<file path="src/rtl/fetch_unit.sv">
// Instruction fetch: one outstanding imem read, 2-entry queue to decode, PC redirect with stale-fetch flush.
// Output valid one cycle after imem_rvalid; issue stalls when the queue is full, head holds while out_ready=0.
module fetch_unit #(
  parameter int                ADDR_W   = 8,
  parameter int                INSTR_W  = 16,
  parameter logic [ADDR_W-1:0] RESET_PC = '0
) (
  input  logic               clk,
  input  logic               rst_n,
  output logic               imem_req,
  output logic [ADDR_W-1:0]  imem_addr,
  input  logic               imem_rvalid,
  input  logic [INSTR_W-1:0] imem_rdata,
  input  logic               redirect_valid,
  input  logic [ADDR_W-1:0]  redirect_pc,
  output logic               out_valid,
  input  logic               out_ready,
  output logic [INSTR_W-1:0] out_instr,
  output logic [3:0]         out_opcode,
  output logic [ADDR_W-1:0]  out_pc
);

  typedef enum logic {ISSUE, WAIT} state_t;

  localparam logic [ADDR_W-1:0] PC_ONE = {{(ADDR_W-1){1'b0}}, 1'b1};

  state_t             state, state_nxt;
  logic [ADDR_W-1:0]  pc, pc_nxt;
  logic [ADDR_W-1:0]  req_pc, req_pc_nxt;
  logic               discard, discard_nxt;
  logic               issue, push, pop;

  logic [INSTR_W-1:0] q_instr [2];
  logic [ADDR_W-1:0]  q_pc    [2];
  logic               head, tail;
  logic [1:0]         count;

  always_comb begin
    state_nxt   = state;
    pc_nxt      = pc;
    req_pc_nxt  = req_pc;
    discard_nxt = discard;
    issue       = 1'b0;
    push        = 1'b0;
    if (redirect_valid) begin
      pc_nxt = redirect_pc;
      // A response still in flight belongs to the old stream: drop it now or mark it for dropping.
      if (state == WAIT) begin
        if (imem_rvalid) begin
          discard_nxt = 1'b0;
          state_nxt   = ISSUE;
        end else begin
          discard_nxt = 1'b1;
        end
      end
    end else begin
      case (state)
        ISSUE: begin
          if (count != 2'd2) begin
            issue      = 1'b1;
            req_pc_nxt = pc;
            pc_nxt     = pc + PC_ONE;
            state_nxt  = WAIT;
          end
        end
        WAIT: begin
          if (imem_rvalid) begin
            push        = !discard;
            discard_nxt = 1'b0;
            state_nxt   = ISSUE;
          end
        end
        default: state_nxt = ISSUE;
      endcase
    end
  end

  always_ff @(posedge clk or negedge rst_n) begin
    if (!rst_n) begin
      state   <= ISSUE;
      pc      <= RESET_PC;
      req_pc  <= '0;
      discard <= 1'b0;
    end else begin
      state   <= state_nxt;
      pc      <= pc_nxt;
      req_pc  <= req_pc_nxt;
      discard <= discard_nxt;
    end
  end

  // Request is masked while in reset so it drops the instant rst_n falls.
  assign imem_req  = issue && rst_n;
  assign imem_addr = pc;

  assign pop = out_valid && out_ready && !redirect_valid;

  always_ff @(posedge clk or negedge rst_n) begin
    if (!rst_n) begin
      head  <= 1'b0;
      tail  <= 1'b0;
      count <= 2'd0;
      for (int i = 0; i < 2; i++) begin
        q_instr[i] <= '0;
        q_pc[i]    <= '0;
      end
    end else if (redirect_valid) begin
      head  <= 1'b0;
      tail  <= 1'b0;
      count <= 2'd0;
    end else begin
      if (push) begin
        q_instr[tail] <= imem_rdata;
        q_pc[tail]    <= req_pc;
        tail          <= ~tail;
      end
      if (pop) begin
        head <= ~head;
      end
      case ({push, pop})
        2'b10:   count <= count + 2'd1;
        2'b01:   count <= count - 2'd1;
        default: count <= count;
      endcase
    end
  end

  assign out_valid  = (count != 2'd0);
  assign out_instr  = q_instr[head];
  assign out_pc     = q_pc[head];
  assign out_opcode = q_instr[head][INSTR_W-1 -: 4];

endmodule

</file>
<file path="config.mk">
export PLATFORM = sky130hd
export DESIGN_NAME = fetch_unit
export DESIGN_NICKNAME = d
export VERILOG_FILES = /design/src/rtl/fetch_unit.sv
export SDC_FILE = /design/constraint.sdc
export NUM_CORES = 1
export LEC_CHECK = 0
export CORE_MARGIN = 2
export CORE_UTILIZATION = 40
export CTS_CLUSTER_SIZE = 28
export DETAILED_ROUTE_END_ITERATION = 10
export PLACE_DENSITY = 0.61
export RECOVER_POWER = 25
export SETUP_SLACK_MARGIN = 0.5
export SLEW_MARGIN = 15
export SYNTH_ARGS = -nofsm -noshare
export SYNTH_HDL_FRONTEND = slang
export SYNTH_SLANG_ARGS = --single-unit
</file>
<file path="constraint.sdc">
create_clock -name clk -period 2 [get_ports clk]
set_input_delay 0.2 -clock clk [delete_from_list [all_inputs] [get_ports clk]]
set_output_delay 0.2 -clock clk [all_outputs]
set_load 0.02 [all_outputs]
</file>
==> results.cfg <==
[cts]
cts.sinks = 70
clk_pin_slew_ns = 0.08
cts_tree = yes
h-tree-depth = 3
clock_path_buffers = 2
root_buffer = clkbuf_8
worstSkewPairLatency_ns = 0.35
numCtsBuffers = 9

[layout]
areaGrowthSynthToFinish_pct = 58.2
fillers = 597
drive_gt1_frac = 0.550
num_antenna_cells = 0
layout.nets = 365

[yosys]
synthCells = 232
synth_area_um2 = 3150
ys_ff_latch = 70
synth_nets = 262
syn-mean-instance-area_um2 = 13.6
yosysSeqAreaShare = 0.556
synth_cell_types = 32
yosys_warnings = 0

[place]
post-place-ws_ns = 0.109
dp_hpwl_um = 4010
routabilityCongestion = 0.788
io_buffers = 66

[drt]
vias_per_cell = 4.95
vias = 2190
drt-initial-drc-count = 97
ant_nets = 0
first_pass_iters = 5
detail_route.wl_per_cell_um = 18.0
finalWirelength_um = 7970
route.detailed.drc = 0

[sta]
finalCritPeriodShare = 0.862
finalSetupViolCount = 0
tightest_slew_ns = 0.882
fin_ws_ns = 0.275
grt_setup_unrepaired = true
relSlewSlack = 0.412
fmax_ghz = 0.580
fin_setup_tns_ns = 0
whs_ns = 0.158
drv_slew = 0
hold_violations = 0
final.setup_skew_ns = 0.00592
finalCriticalPeriod_ns = 1.72

[power_and_ir_drop]
leakage_nw = 2.32
power_density_nw_per_um2 = 1180
power_w = 0.00587
ir_worst_vdd_mv = 0.463

[floorplan]
num_rows = 32
die_h_um = 92.8
die-area_um2 = 8610
ios = 67
core_area_um2 = 7690
dieWidth_um = 92.8
start_util = 0.410

[setup_path]
crit_type = reg -> out
max_stage_delay_ns = 0.43
reg2reg_to = q_pc[14]$_DFFE_PN0P_
required_ns = 1.80
critPathArrivalTime_ns = 1.52
crit_path_max_fanout = 6
r2r_start = state$_DFF_PN0_
r2r_slack_ns = 0.32
start_kind = register
r2r_cells = 7
cp-end-kind = output port
crit_chain = buf_12, clkbuf_16, mux2_4, buf_6
cp_slowest_cell = dfrtp_1

[run]
drv_cap = 0

[hold_path]
hold_path_class = in -> async

[global_route]
grt_pass1_vias = 2333
grt_pass1_wl_um = 12300
groute.usage.overall = 0.188
grt_max_degree = 71
grt-ovfl-total = 0
antenna_found_initial = 0

[outcome]
status = finished, final reports clean
metrics by stage:
step	util	cell area, um2	cells
floorplan	-	3200	232
global placement	0.515	3960	391
detailed placement	0.515	3960	391
CTS	0.588	4520	432
global route	0.649	4990	442
finish	0.649	4990	442
worst max-delay path by stage:
stage / startpoint / to / depth (start not counted)
CTS: head$_DFFE_PN0P_ / out_pc[0] / 4
floorplan: count[1]$_DFFE_PN0P_ / imem_addr[7]$_DFFE_PN0P_ / 5
global route: head$_DFFE_PN0P_ / out_instr[7] / 4
detailed placement: redirect_valid / q_instr[9]$_DFFE_PN0P_ / 6
finish: head$_DFFE_PN0P_ / out_instr[2] / 4
global placement: redirect_valid / imem_req / 4
layout by cell type, fill, tap and decap left out, drive strengths merged, types with 2 or more instances in the layout:
master | netlist | layout
mux2 | 80 | 80
dfrtp | 70 | 70
buf | 12 | 70
clkdlybuf4s50 | 0 | 26
nand2 | 12 | 12
clkbuf | 4 | 12
dlygate4sd2 | 0 | 9
nor2 | 8 | 8
o21ai | 8 | 8
xnor2 | 7 | 7
nor3 | 4 | 4
inv | 3 | 4
a21oi | 3 | 3
clkinvlp | 0 | 3
clkinv | 0 | 3
o31a | 2 | 2
xor2 | 2 | 2
nor2b | 2 | 2
nand2b | 2 | 2
nor4 | 2 | 2
sequential cells by signal (all words and copies together), names as in the netlist:
name,flops
head,1
discard,1
imem_addr,8
state,1
count,2
req_pc,8
q_pc,16
q_instr,32
tail,1
per-layer routing:
layer,share of wire,track usage
met3,0.049,0.0382
met1,0.47,0.265
met4,0.015,0.0772
met5,0,0
met2,0.46,0.285
cell usage after synthesis, drive strengths merged:
cell	n	area share
or2	1	0.0020
nor2	8	0.0095
a21oi	3	0.0048
nand3b	1	0.0036
buf	12	0.025
nand2b	2	0.0040
a21o	1	0.0024
nand2	12	0.014
nor4b	1	0.0028
clkbuf	4	0.0048
inv	3	0.0036
a2111oi	1	0.0028
o21ai	8	0.013
nand3	1	0.0016
mux2	80	0.29
mux2i	1	0.0032
nor2b	2	0.0063
xor2	2	0.0056
o31a	2	0.0056
ha	1	0.0040
nor4	2	0.0040
dfrtp	70	0.56
or3	1	0.0036
xnor2	7	0.019
and2	1	0.0020
nand4	1	0.0020
nor3	4	0.0095
final cells by class:
cell class                      count  area (um2)  share of cell area
Inverter                            3        11.3             0.00226
Sequential cell                    70        1760               0.352
Clock buffer                        9         124              0.0248
Clock inverter                      7        50.0              0.0100
Multi-Input combinational cell    143        1610               0.323
Timing Repair Buffer              108        1310               0.262
Tap cell                          102         128              0.0256
logic make-up after synthesis:
kind of cell,share of synthesized area
multiplexers,0.289
XOR/XNOR,0.0250
buffers and inverters,0.0333
AND/OR/NAND/NOR,0.0651
adder cells (fa/ha/maj),0.00397
flip-flops,0.556
AO/OA/AOI/OAI,0.0282
worst max-delay path, delay by kind of cell, from the launching register on:
family,cells,cell delay (ns)
buffers and inverters,3,0.45
DFF,1,0.43
muxes,1,0.30
power breakdown:
part	switching [W]	internal, W
Sequential	0.000306	0.00189
Clock	0.000568	0.000451
Combinational	0.00102	0.00164
timing repair:
| action | in CTS | in global routing |
|---|---|---|
| endpoints found under the setup margin | 87 | 91 |
| hold buffers | 0 | 0 |
| buffers inserted | 19 | 8 |
| resized for setup | 196 | 96 |
| cloned | 6 | 2 |
| pin swaps | 1 | 10 |
Note: power is estimated with default switching activity, not from simulation.
